File: src/rtl/wb_spi_pkg.sv
`default_nettype none
// ============================================================================
// Module      : wb_spi_pkg
// Description : Shared register map, CTRL/STATUS bit positions and bus FSM
//               state encodings for the Wishbone SPI register block.
// Revision    : 1.0 - initial release
// ============================================================================
package wb_spi_pkg;

    localparam logic [2:0] c_ADR_CTRL    = 3'h0;
    localparam logic [2:0] c_ADR_STATUS  = 3'h1;
    localparam logic [2:0] c_ADR_TXDATA  = 3'h2;
    localparam logic [2:0] c_ADR_RXDATA  = 3'h3;
    localparam logic [2:0] c_ADR_SCRATCH = 3'h4;

    localparam int c_CTRL_EN       = 0;
    localparam int c_CTRL_TX_FLUSH = 1;
    localparam int c_CTRL_RX_FLUSH = 2;

    localparam int c_STAT_TX_FULL  = 0;
    localparam int c_STAT_TX_EMPTY = 1;
    localparam int c_STAT_RX_FULL  = 2;
    localparam int c_STAT_RX_EMPTY = 3;
    localparam int c_STAT_RX_OVF   = 4;
    localparam int c_STAT_TX_OVF   = 5;

    localparam logic [1:0] c_ST_IDLE = 2'd0;
    localparam logic [1:0] c_ST_WAIT = 2'd1;
    localparam logic [1:0] c_ST_ACK  = 2'd2;

endpackage
`default_nettype wire

File: src/rtl/sync_fifo.sv
`default_nettype none
// ============================================================================
// Module      : sync_fifo
// Description : Single-clock FIFO with flush; flush beats push and pop.
// Revision    : 1.0 - initial release
// ============================================================================
module sync_fifo #(
    parameter int WIDTH = 8,
    parameter int DEPTH = 4
) (
    input  logic                         clk,
    input  logic                         rst,
    input  logic                         i_flush,
    input  logic                         i_push,
    input  logic                         i_pop,
    input  logic [WIDTH-1:0]             i_data,
    output logic [WIDTH-1:0]             o_data,
    output logic                         full,
    output logic                         empty,
    output logic [$clog2(DEPTH+1)-1:0]   count
);

    localparam int c_PTR_W = $clog2(DEPTH);
    localparam int c_CNT_W = $clog2(DEPTH + 1);

    logic [WIDTH-1:0]   r_mem [DEPTH];
    logic [c_PTR_W-1:0] r_wr_ptr;
    logic [c_PTR_W-1:0] r_rd_ptr;
    logic [c_CNT_W-1:0] r_count;
    logic               w_do_push;
    logic               w_do_pop;

    // A full FIFO refuses a push even when a pop frees a slot on the same edge.
    assign w_do_push = i_push && !full  && !i_flush;
    assign w_do_pop  = i_pop  && !empty && !i_flush;

    assign full   = (r_count == c_CNT_W'(DEPTH));
    assign empty  = (r_count == '0);
    assign count  = r_count;
    assign o_data = r_mem[r_rd_ptr];

    always_ff @(posedge clk) begin
        if (w_do_push) begin
            r_mem[r_wr_ptr] <= i_data;
        end
    end

    always_ff @(posedge clk or posedge rst) begin
        if (rst) begin
            r_wr_ptr <= '0;
            r_rd_ptr <= '0;
            r_count  <= '0;
        end else if (i_flush) begin
            r_wr_ptr <= '0;
            r_rd_ptr <= '0;
            r_count  <= '0;
        end else begin
            if (w_do_push) begin
                r_wr_ptr <= r_wr_ptr + c_PTR_W'(1);
            end
            if (w_do_pop) begin
                r_rd_ptr <= r_rd_ptr + c_PTR_W'(1);
            end
            if (w_do_push && !w_do_pop) begin
                r_count <= r_count + c_CNT_W'(1);
            end else if (!w_do_push && w_do_pop) begin
                r_count <= r_count - c_CNT_W'(1);
            end
        end
    end

endmodule
`default_nettype wire

File: src/rtl/wb_spi_regs.sv
`default_nettype none
// ============================================================================
// Module      : wb_spi_regs
// Description : Wishbone register block with TX/RX FIFOs for an SPI core.
// Revision    : 1.0 - initial release
// ============================================================================
module wb_spi_regs #(
    parameter int DATA_WIDTH  = 8,
    parameter int ADR_WIDTH   = 32,
    parameter int FIFO_DEPTH  = 4,
    parameter int WAIT_STATES = 1
) (
    input  logic                  clk,
    input  logic                  rst,
    input  logic [ADR_WIDTH-1:0]  adr_i,
    input  logic [DATA_WIDTH-1:0] dat_i,
    output logic [DATA_WIDTH-1:0] dat_o,
    input  logic                  cyc_i,
    input  logic                  stb_i,
    input  logic                  we_i,
    output logic                  ack_o,
    output logic [DATA_WIDTH-1:0] tx_data,
    output logic                  tx_valid,
    input  logic                  tx_ready,
    input  logic [DATA_WIDTH-1:0] rx_data,
    input  logic                  rx_valid
);

    import wb_spi_pkg::*;

    localparam int         c_CNT_W     = $clog2(FIFO_DEPTH + 1);
    localparam logic [3:0] c_WAIT_LAST = 4'(WAIT_STATES - 1);

    logic [1:0]            r_state;
    logic [1:0]            w_state_next;
    logic [3:0]            r_wait_cnt;
    logic                  r_ack;
    logic                  w_ack_next;
    logic                  w_enter_ack;
    logic [DATA_WIDTH-1:0] r_dat;
    logic                  r_en;
    logic [DATA_WIDTH-1:0] r_scratch;
    logic                  r_rx_ovf;
    logic                  r_tx_ovf;

    logic                  w_adr_ok;
    logic [2:0]            w_sel;
    logic                  w_wr;
    logic                  w_rd;
    logic [DATA_WIDTH-1:0] w_rd_data;

    logic                  w_tx_push, w_tx_pop, w_tx_flush, w_tx_full, w_tx_empty;
    logic                  w_rx_pop, w_rx_flush, w_rx_full, w_rx_empty;
    logic [DATA_WIDTH-1:0] w_rx_head;
    logic [c_CNT_W-1:0]    w_tx_count;
    logic [c_CNT_W-1:0]    w_rx_count;
    logic                  w_unused;

    assign w_unused = &{1'b0, cyc_i, w_tx_count, w_rx_count};

    // ---------------- bus FSM ----------------
    always_ff @(posedge clk or posedge rst) begin
        if (rst) begin
            r_state    <= c_ST_IDLE;
            r_wait_cnt <= '0;
            r_ack      <= 1'b0;
        end else begin
            r_state    <= w_state_next;
            r_ack      <= w_ack_next;
            r_wait_cnt <= (r_state == c_ST_WAIT) ? r_wait_cnt + 4'd1 : 4'd0;
        end
    end

    always_comb begin
        w_state_next = r_state;
        case (r_state)
            c_ST_IDLE: if (stb_i) w_state_next = (WAIT_STATES > 0) ? c_ST_WAIT : c_ST_ACK;
            c_ST_WAIT: if (r_wait_cnt == c_WAIT_LAST) w_state_next = c_ST_ACK;
            c_ST_ACK:  w_state_next = c_ST_IDLE;
            default:   w_state_next = c_ST_IDLE;
        endcase
    end

    always_comb begin
        w_ack_next  = (w_state_next == c_ST_ACK);
        w_enter_ack = w_ack_next && (r_state != c_ST_ACK);
    end

    assign ack_o = r_ack;
    assign dat_o = r_dat;

    // ---------------- address decode ----------------
    // Any address bit above [2:0] turns the access into an acked no-op.
    assign w_adr_ok   = ((adr_i >> 3) == '0);
    assign w_sel      = adr_i[2:0];
    assign w_wr       = w_enter_ack && we_i  && w_adr_ok;
    assign w_rd       = w_enter_ack && !we_i && w_adr_ok;

    assign w_tx_push  = w_wr && (w_sel == c_ADR_TXDATA);
    assign w_tx_flush = w_wr && (w_sel == c_ADR_CTRL) && dat_i[c_CTRL_TX_FLUSH];
    assign w_rx_flush = w_wr && (w_sel == c_ADR_CTRL) && dat_i[c_CTRL_RX_FLUSH];
    assign w_rx_pop   = w_rd && (w_sel == c_ADR_RXDATA);
    assign tx_valid   = r_en && !w_tx_empty;
    assign w_tx_pop   = tx_valid && tx_ready;

    always_comb begin
        w_rd_data = '0;
        if (w_adr_ok) begin
            case (w_sel)
                c_ADR_CTRL:    w_rd_data[c_CTRL_EN] = r_en;
                c_ADR_STATUS: begin
                    w_rd_data[c_STAT_TX_FULL]  = w_tx_full;
                    w_rd_data[c_STAT_TX_EMPTY] = w_tx_empty;
                    w_rd_data[c_STAT_RX_FULL]  = w_rx_full;
                    w_rd_data[c_STAT_RX_EMPTY] = w_rx_empty;
                    w_rd_data[c_STAT_RX_OVF]   = r_rx_ovf;
                    w_rd_data[c_STAT_TX_OVF]   = r_tx_ovf;
                end
                c_ADR_RXDATA:  w_rd_data = w_rx_empty ? '0 : w_rx_head;
                c_ADR_SCRATCH: w_rd_data = r_scratch;
                default:       w_rd_data = '0;
            endcase
        end
    end

    // ---------------- registers ----------------
    always_ff @(posedge clk or posedge rst) begin
        if (rst) begin
            r_dat     <= '0;
            r_en      <= 1'b0;
            r_scratch <= '0;
            r_rx_ovf  <= 1'b0;
            r_tx_ovf  <= 1'b0;
        end else begin
            if (w_enter_ack) begin
                r_dat <= we_i ? '0 : w_rd_data;
            end
            if (w_wr && (w_sel == c_ADR_CTRL)) begin
                r_en <= dat_i[c_CTRL_EN];
            end
            if (w_wr && (w_sel == c_ADR_SCRATCH)) begin
                r_scratch <= dat_i;
            end
            // A fresh overflow outranks a same-cycle clear so no event is lost.
            if (w_wr && (w_sel == c_ADR_STATUS) && dat_i[c_STAT_RX_OVF]) begin
                r_rx_ovf <= 1'b0;
            end
            if (rx_valid && w_rx_full) begin
                r_rx_ovf <= 1'b1;
            end
            if (w_wr && (w_sel == c_ADR_STATUS) && dat_i[c_STAT_TX_OVF]) begin
                r_tx_ovf <= 1'b0;
            end
            if (w_tx_push && w_tx_full) begin
                r_tx_ovf <= 1'b1;
            end
        end
    end

    sync_fifo #(.WIDTH(DATA_WIDTH), .DEPTH(FIFO_DEPTH)) u_tx_fifo (
        .clk     (clk),
        .rst     (rst),
        .i_flush (w_tx_flush),
        .i_push  (w_tx_push),
        .i_pop   (w_tx_pop),
        .i_data  (dat_i),
        .o_data  (tx_data),
        .full    (w_tx_full),
        .empty   (w_tx_empty),
        .count   (w_tx_count)
    );

    sync_fifo #(.WIDTH(DATA_WIDTH), .DEPTH(FIFO_DEPTH)) u_rx_fifo (
        .clk     (clk),
        .rst     (rst),
        .i_flush (w_rx_flush),
        .i_push  (rx_valid),
        .i_pop   (w_rx_pop),
        .i_data  (rx_data),
        .o_data  (w_rx_head),
        .full    (w_rx_full),
        .empty   (w_rx_empty),
        .count   (w_rx_count)
    );

endmodule
`default_nettype wire

File: config.mk
export PLATFORM = sky130hd
export DESIGN_NAME = wb_spi_regs
export DESIGN_NICKNAME = d
export VERILOG_FILES = /design/src/rtl/wb_spi_pkg.sv /design/src/rtl/sync_fifo.sv /design/src/rtl/wb_spi_regs.sv
export SDC_FILE = /design/constraint.sdc
export NUM_CORES = 1
export LEC_CHECK = 0
export ABC_CLOCK_PERIOD_IN_PS = 2900
export BUFFER_PORTS_ARGS = -buffer_cell sky130_fd_sc_hd__buf_2
export CORE_MARGIN = 1
export CORE_UTILIZATION = 51
export DETAILED_ROUTE_END_ITERATION = 7
export GPL_TIMING_DRIVEN = 1
export PLACE_DENSITY = 0.73
export SYNTH_ARGS = -nofsm -noshare
export SYNTH_HDL_FRONTEND = slang
export SYNTH_SLANG_ARGS = --single-unit
File: constraint.sdc
create_clock -name clk -period 2.9 [get_ports clk]
set_input_delay 0.58 -clock clk [delete_from_list [all_inputs] [get_ports clk]]
set_output_delay 0.58 -clock clk [all_outputs]
set_load 0.01 [all_outputs]
After elaboration in Yosys (flattened, before gate mapping) --
Memory sizes are Yosys's and may differ from the RTL's. Cells that the tools add are included.
Storage, ports and cells: latch bits 0, bits in registers 40, input bits 55, output and inout port bits 18, memory bits (writable) 64, word-level logic and storage cells 121, memories 2, ROM bits 0
Memories:
- u_rx_fifo.r_mem | depth 4, bits a word 8, rd ports 1, clocked after Yosys merged registers in 0, write ports 1, line sync_fifo.sv:26 | logic [WIDTH-1:0] r_mem [DEPTH];
- u_tx_fifo.r_mem | depth 4, bits a word 8, rd ports 1, clocked after Yosys merged registers in 0, write ports 1, line sync_fifo.sv:26
Cells by class: equal/unequal tests 9, $add $sub $neg 9, divide/modulo/power cells 0, $lt $le $gt $ge 0, multipliers 0, bitwise operators 0, shift-type cells 0, reduce and logical (&&, ||, !) cells 55, muxes and demuxes 32
Operators with widths (number):
- 32-bit logical NOT | 1
- 1-bit logical AND | 30
- 8-bit two-way mux | 3
- 2-bit two-way mux | 10
- 3-bit two-way mux | 6
- 5-bit one-hot mux with 3 select lines | 1
- 2-bit nonzero test | 6
- 1-bit logical NOT | 11
- 3-bit == test (second input constant) | 3
- 3-bit logical NOT | 3
- 2-bit by 1-bit adder with 2-bit output (second input constant) | 4
- 1-bit two-way mux | 8
- 2-bit one-hot mux with 2 select lines | 2
- 3-bit by 1-bit adder with 3-bit output (second input constant) | 2
- 3-bit by 2-bit == test with 1-bit output (second input constant) | 2
- 3-bit nonzero test | 2
- 3-bit by 1-bit subtractor with 3-bit output (second input constant) | 2
- 4-bit by 1-bit adder with 4-bit output (second input constant) | 1
- 4-bit logical NOT | 1
- 4-bit two-way mux | 1
- 1-bit one-hot mux with 4 select lines | 1
- 3-bit by 1-bit == test with 1-bit output (second input constant) | 1
- 2-bit by 1-bit == test with 1-bit output (second input constant) | 1
- 2-bit == test (second input constant) | 1
- other kinds (2) | 2

Logic depth before layout (Yosys ltp) --
word-level depth 16, mapped depth 13, gate-level depth less buffers 12

By module --
From an unflattened synthesis, not the netlist that was laid out.
Unflattened totals: cell total of the unflattened synthesis 338, area total of the unflattened synthesis 4770.8 sq um
Modules (own cells, without submodules):
- sync_fifo (u_rx_fifo) | cells each 104, seq. area each 1136.1 sq um, area an instance 1696.6 sq um, instances 1
- sync_fifo (u_tx_fifo) | cells each 103, seq. area each 1136.1 sq um, area an instance 1687.9 sq um, instances 1
- wb_spi_regs | cells each 131, seq. area each 650.6 sq um, area an instance 1386.3 sq um, instances 1

Worst setup path after synthesis --
OpenSTA, ideal clock, no wires.
path kind input-to-reg, start point in adr_i[19], end point reg u_rx_fifo.r_count[2] (netlist: u_rx_fifo.count[2]), data required time 2763 ps, buffers on the path 1, data arrival time 2874 ps, setup time 137 ps, setup slack -111 ps, stages 11, cell sequence nor4_1 > nand4_1 > buf_2 > or3_1 > or3_1 > ha_1 > fa_1 > xnor2_1 > nor2_1 > xnor2_1 > a21oi_1
Between the ends: word-level cells in the longest chain between the ends 10, elaborated cells between the ends (all ways) 17, those cells by class 2 x mux; 15 x reduce/logical
Ends and longest elaborated chain:
- start, declared | line wb_spi_regs.sv:15 | input logic [ADR_WIDTH-1:0] adr_i,
- 32-bit logical NOT (*) | line wb_spi_regs.sv:94 | assign w_adr_ok = ((adr_i >> 3) == '0);
- 1-bit logical AND | line wb_spi_regs.sv:96 | assign w_wr = w_enter_ack && we_i && w_adr_ok;
- 1-bit logical AND (2 in a row) | line wb_spi_regs.sv:101 | assign w_rx_flush = w_wr && (w_sel == c_ADR_CTRL) && dat_i[c_CTRL_RX_FLUSH];
- 1-bit logical NOT | line sync_fifo.sv:34, sync_fifo.sv:35
- 1-bit logical AND | line sync_fifo.sv:35 | assign w_do_pop = i_pop && !empty && !i_flush;
- 1-bit logical NOT | line sync_fifo.sv:64 | if (w_do_push && !w_do_pop) begin
- 1-bit logical AND | line sync_fifo.sv:64
- 3-bit two-way mux | line sync_fifo.sv:64
- 3-bit two-way mux | line sync_fifo.sv:53 | end else if (i_flush) begin
- end signal, assigned | line sync_fifo.sv:65 | r_count <= r_count + c_CNT_W'(1);
- end signal, assigned | line sync_fifo.sv:67 | r_count <= r_count - c_CNT_W'(1);
- end, declared | line sync_fifo.sv:29 | logic [c_CNT_W-1:0] r_count;
Mark *: on every way between the ends. The rest lies on a longest branch, timed or not. A chain may end at the register's enable or synchronous reset.

Final worst setup path --
start point reg r_wait_cnt[0], end point reg u_rx_fifo.r_count[2] (netlist: u_rx_fifo.count[2])
Between the ends: word-level cells in the longest chain between the ends 15, elaborated cells between the ends (all ways) 23, those cells by class 1 x eq/ne; 4 x mux; 18 x reduce/logical
Ends and longest elaborated chain:
- start, declared | line wb_spi_regs.sv:36 | logic [3:0] r_wait_cnt;
- start signal, assigned | line wb_spi_regs.sv:70 | r_wait_cnt <= (r_state == c_ST_WAIT) ? r_wait_cnt + 4'd1 : 4'd0;
- 4-bit logical NOT (*) | line wb_spi_regs.sv:78 | c_ST_WAIT: if (r_wait_cnt == c_WAIT_LAST) w_state_next = c_ST_ACK;
- 2-bit two-way mux (*) | line wb_spi_regs.sv:78
- 2-bit one-hot mux with 2 select lines (*) | line wb_spi_regs.sv:76 | case (r_state)
- 2-bit == test (*) | line wb_spi_regs.sv:85 | w_ack_next = (w_state_next == c_ST_ACK);
- 1-bit logical AND (*) | line wb_spi_regs.sv:86 | w_enter_ack = w_ack_next && (r_state != c_ST_ACK);
- 1-bit logical AND (2 in a row) | line wb_spi_regs.sv:96
- 1-bit logical AND (2 in a row) | line wb_spi_regs.sv:101
- 1-bit logical NOT | line sync_fifo.sv:34, sync_fifo.sv:35
- 1-bit logical AND | line sync_fifo.sv:35
- 1-bit logical NOT | line sync_fifo.sv:64
- 1-bit logical AND | line sync_fifo.sv:64
- 3-bit two-way mux | line sync_fifo.sv:64
- 3-bit two-way mux | line sync_fifo.sv:53
Marks and branches as above.

==> results.ini <==
[placement]
hpwl_mm = 6.72
portBuffers = 71
gp_congestion = 0.802
placed_area_um2 = 5270

[clocking]
cts_max_level = 3
clk_pin_slew_ns = 0.10
numCtsBuffers = 9
cts_sinks = 104
root_buffer = clkbuf_8
insertion_delay_ns = 0.37
clock_path_buffers = 2
cts_tree = built

[synthesis]
synth_fa_ha_area_share_pct = 4.12
async_flop_share_pct = 38.5
syn_inst = 318
synth.distinct_cells = 50
yosys.area.top_type_share_pct = 41.6
synth_top_family_by_area = multiplexers
syn_nets = 387
synth_edf_count = 64
synthSimpleGateAreaFrac_pct = 9.94
synth_common_cells = edfxtp_1 (64), dfrtp_1 (40), nand2_1 (21), inv_1 (17)
yosys_most_used_dff = edfxtp_1
muxShareOfSynthArea_pct = 10.6
ys_seq_area_share_pct = 63.3
netlist_area_um2 = 4620
synth_compound_area_share_pct = 6.75
synth_area_per_cell_um2 = 14.5
yosysMostFrequentCell = edfxtp_1
synth_xor_area_share_pct = 2.09
yosys-top-cells-area = edfxtp_1 (42%), dfrtp_1 (22%), mux4_2 (7.8%), ha_1 (3.3%), mux2_2 (2.2%)
synth-seq-cells = 104
yosysWarnings = 0
yosys.area.top_type = edfxtp_1

[routing]
dr.pass1.iters = 5
routedWlPerCell_um = 17.4
drt_iter0_markers = 179
drc = 0
vias = 2946
ant_nets = 0
routed_wl_mm = 9.17
routed_via_density = 5.59

[power]
ir_drop_uv = 472
power_density_nw_per_um2 = 604
p_leak_uw = 0.00221

[floorplan]
die_h_um = 97.2
fp.dieW_um = 97.2
die-area_um2 = 9440
io_pins = 73
core_area_um2 = 8760
rows = 34
initial_core_util_pct = 52.7

[critical_path]
cp-end-kind = register
crit_arrival_ns = 3.03
cp-start-kind = register
worstSetupPathType = reg -> reg
critPathRequiredTime_ns = 3.14
crit_path_max_fanout = 3

[hold_path]
hold_path_class = in -> async

[timing]
hold_viol_final = 0
finalCriticalPeriod_ns = 2.79
worstMarginPinSlew_ns = 0.677
maxSlewHeadroom_pct = 53.7
fin_crit_sh_pct = 96.1
drv_slew = 0
max_clock_freq_mhz = 359
rsz0062_at_grt = true
hold_ws_ns = 0.314
skew_ns = 0.0136
setup_viol = 0

[grt]
grt_overflow_total = 0
grt_pass1_vias = 2991
grtUsageTotal_pct = 20.3
grt_antenna_before_repair = 0
grt_pass1_wl_mm = 14.6
grt_max_degree = 41

[run_status]
status = finished clean

[run]
drv_cap = 0

[cells_and_area]
fillers = 693
fin_nets = 483
multi_input_area_um2 = 1590
syn_to_final_growth_pct = 18.9
seqCellArea_um2 = 2920
drive_gt1_share_pct = 36.8
fin_area_um2 = 5490
antenna_cells = 0

-- state kept, by name, summed over array words and instances, names as in the netlist --
name                cells
r_tx_ovf                1
r_scratch               8
ack_o                   1
r_wait_cnt              4
u_tx_fifo.r_rd_ptr      2
u_tx_fifo.count         3
u_rx_fifo.count         3
u_tx_fifo.r_wr_ptr      2
u_rx_fifo.r_wr_ptr      2
dat_o                   8
r_state                 2
u_tx_fifo.r_mem        32
u_rx_fifo.r_rd_ptr      2
r_rx_ovf                1
r_en                    1
u_rx_fifo.r_mem        32
-- per-stage QoR --
step	util, %	instances	setup slack, ns	setup TNS, ns	total power [uW]
global placement	60.1	507	-0.157	-0.328	2420
global route	62.6	527	-0.0338	-0.0653	3490
CTS	62.1	523	0.000566	0	3290
detailed placement	60.1	507	-0.205	-0.470	2470
floorplan	-	318	-0.00401	-0.00401	2230
finish	62.6	527	0.114	0	3310
-- worst paths after layout --
kind,cells past startpoint,from,end,slack (ns)
hold / removal,3,rst,dat_o[0],0.31
hold reg to reg,1,r_state[1],r_state[0],0.43
setup / recovery,12,r_wait_cnt[0],u_rx_fifo.count[2],0.11
setup reg to reg,12,r_wait_cnt[0],u_rx_fifo.count[2],0.11
max in group asynchronous,3,rst,u_rx_fifo.count[1],2.21
min in group clk,1,rx_data[7],u_rx_fifo.r_mem[3][7],0.42
-- per-layer routing --
| layer | vias to the layer above | global-route usage (%) | share of wire (%) |
|---|---|---|---|
| met5 | - | 0 | 0 |
| met4 | 0 | 7.23 | 1.9 |
| met3 | 14 | 4.60 | 5.0 |
| met2 | 96 | 35.8 | 53 |
| met1 | 1441 | 24.3 | 40 |
| li1 | 1395 | - | - |
-- critical path, stage by stage, from the launching register on --
cell and delay, ns:
dfrtp_1 0.42, inv_1 0.07, ha_1 0.15, nor3b_4 0.20, nand2b_1 0.15, or3_4 0.36
or3_1 0.32, ha_2 0.20, fa_2 0.33, xnor2_1 0.12, nor2_1 0.12, xnor2_1 0.14
a21oi_1 0.07
-- cell usage in the layout (no fill, tap or decap), drive strengths merged, types with 3 or more instances in the layout --
cell type / count
a222oi: 4
nor4: 10
nor2: 11
ha: 12
or3: 4
nor3: 3
mux2i: 3
inv: 21
or4: 3
o21ai: 8
clkbuf: 10
a22oi: 4
nand2b: 3
edfxtp: 64
dfrtp: 40
mux4: 16
xor2: 4
nor3b: 4
mux2: 9
nand2: 21
nand4: 3
xnor2: 7
and2: 4
a21oi: 16
buf: 102
nor2b: 5
nand3: 5
-- cells by family (layout without fill, tap and decap cells) --
kind of cell | Yosys count | in the layout
xor+xnor | 11 | 11
flops | 104 | 104
compound gates | 47 | 47
fa+ha+maj | 14 | 14
simple gates | 80 | 80
buf+inv | 34 | 135
mux | 28 | 28
-- what timing repair did --
action                                  CTS  global route
hold buffers                              0             0
resized for setup                         0             5
setup buffers                             0             4
endpoints found under the setup margin    0             4
-- where the power goes --
part	internal [uW]	total, uW	leakage [uW]	switching (uW)
Sequential	1740	1820	0.00111	80.4
Combinational	305	669	0.00102	364
Clock	325	821	0.0000872	496
Total	2370	3310	0.00221	941
-- area by class of cell --
class / instances / share of cell area [%]
Timing Repair Buffer: 102 / 11.0
Multi-Input combinational cell: 180 / 28.9
Clock inverter: 6 / 0.889
Inverter: 17 / 1.16
Clock buffer: 10 / 2.33
Tap cell: 108 / 2.46
Sequential cell: 104 / 53.2
Power figures use the tool's default switching activity.
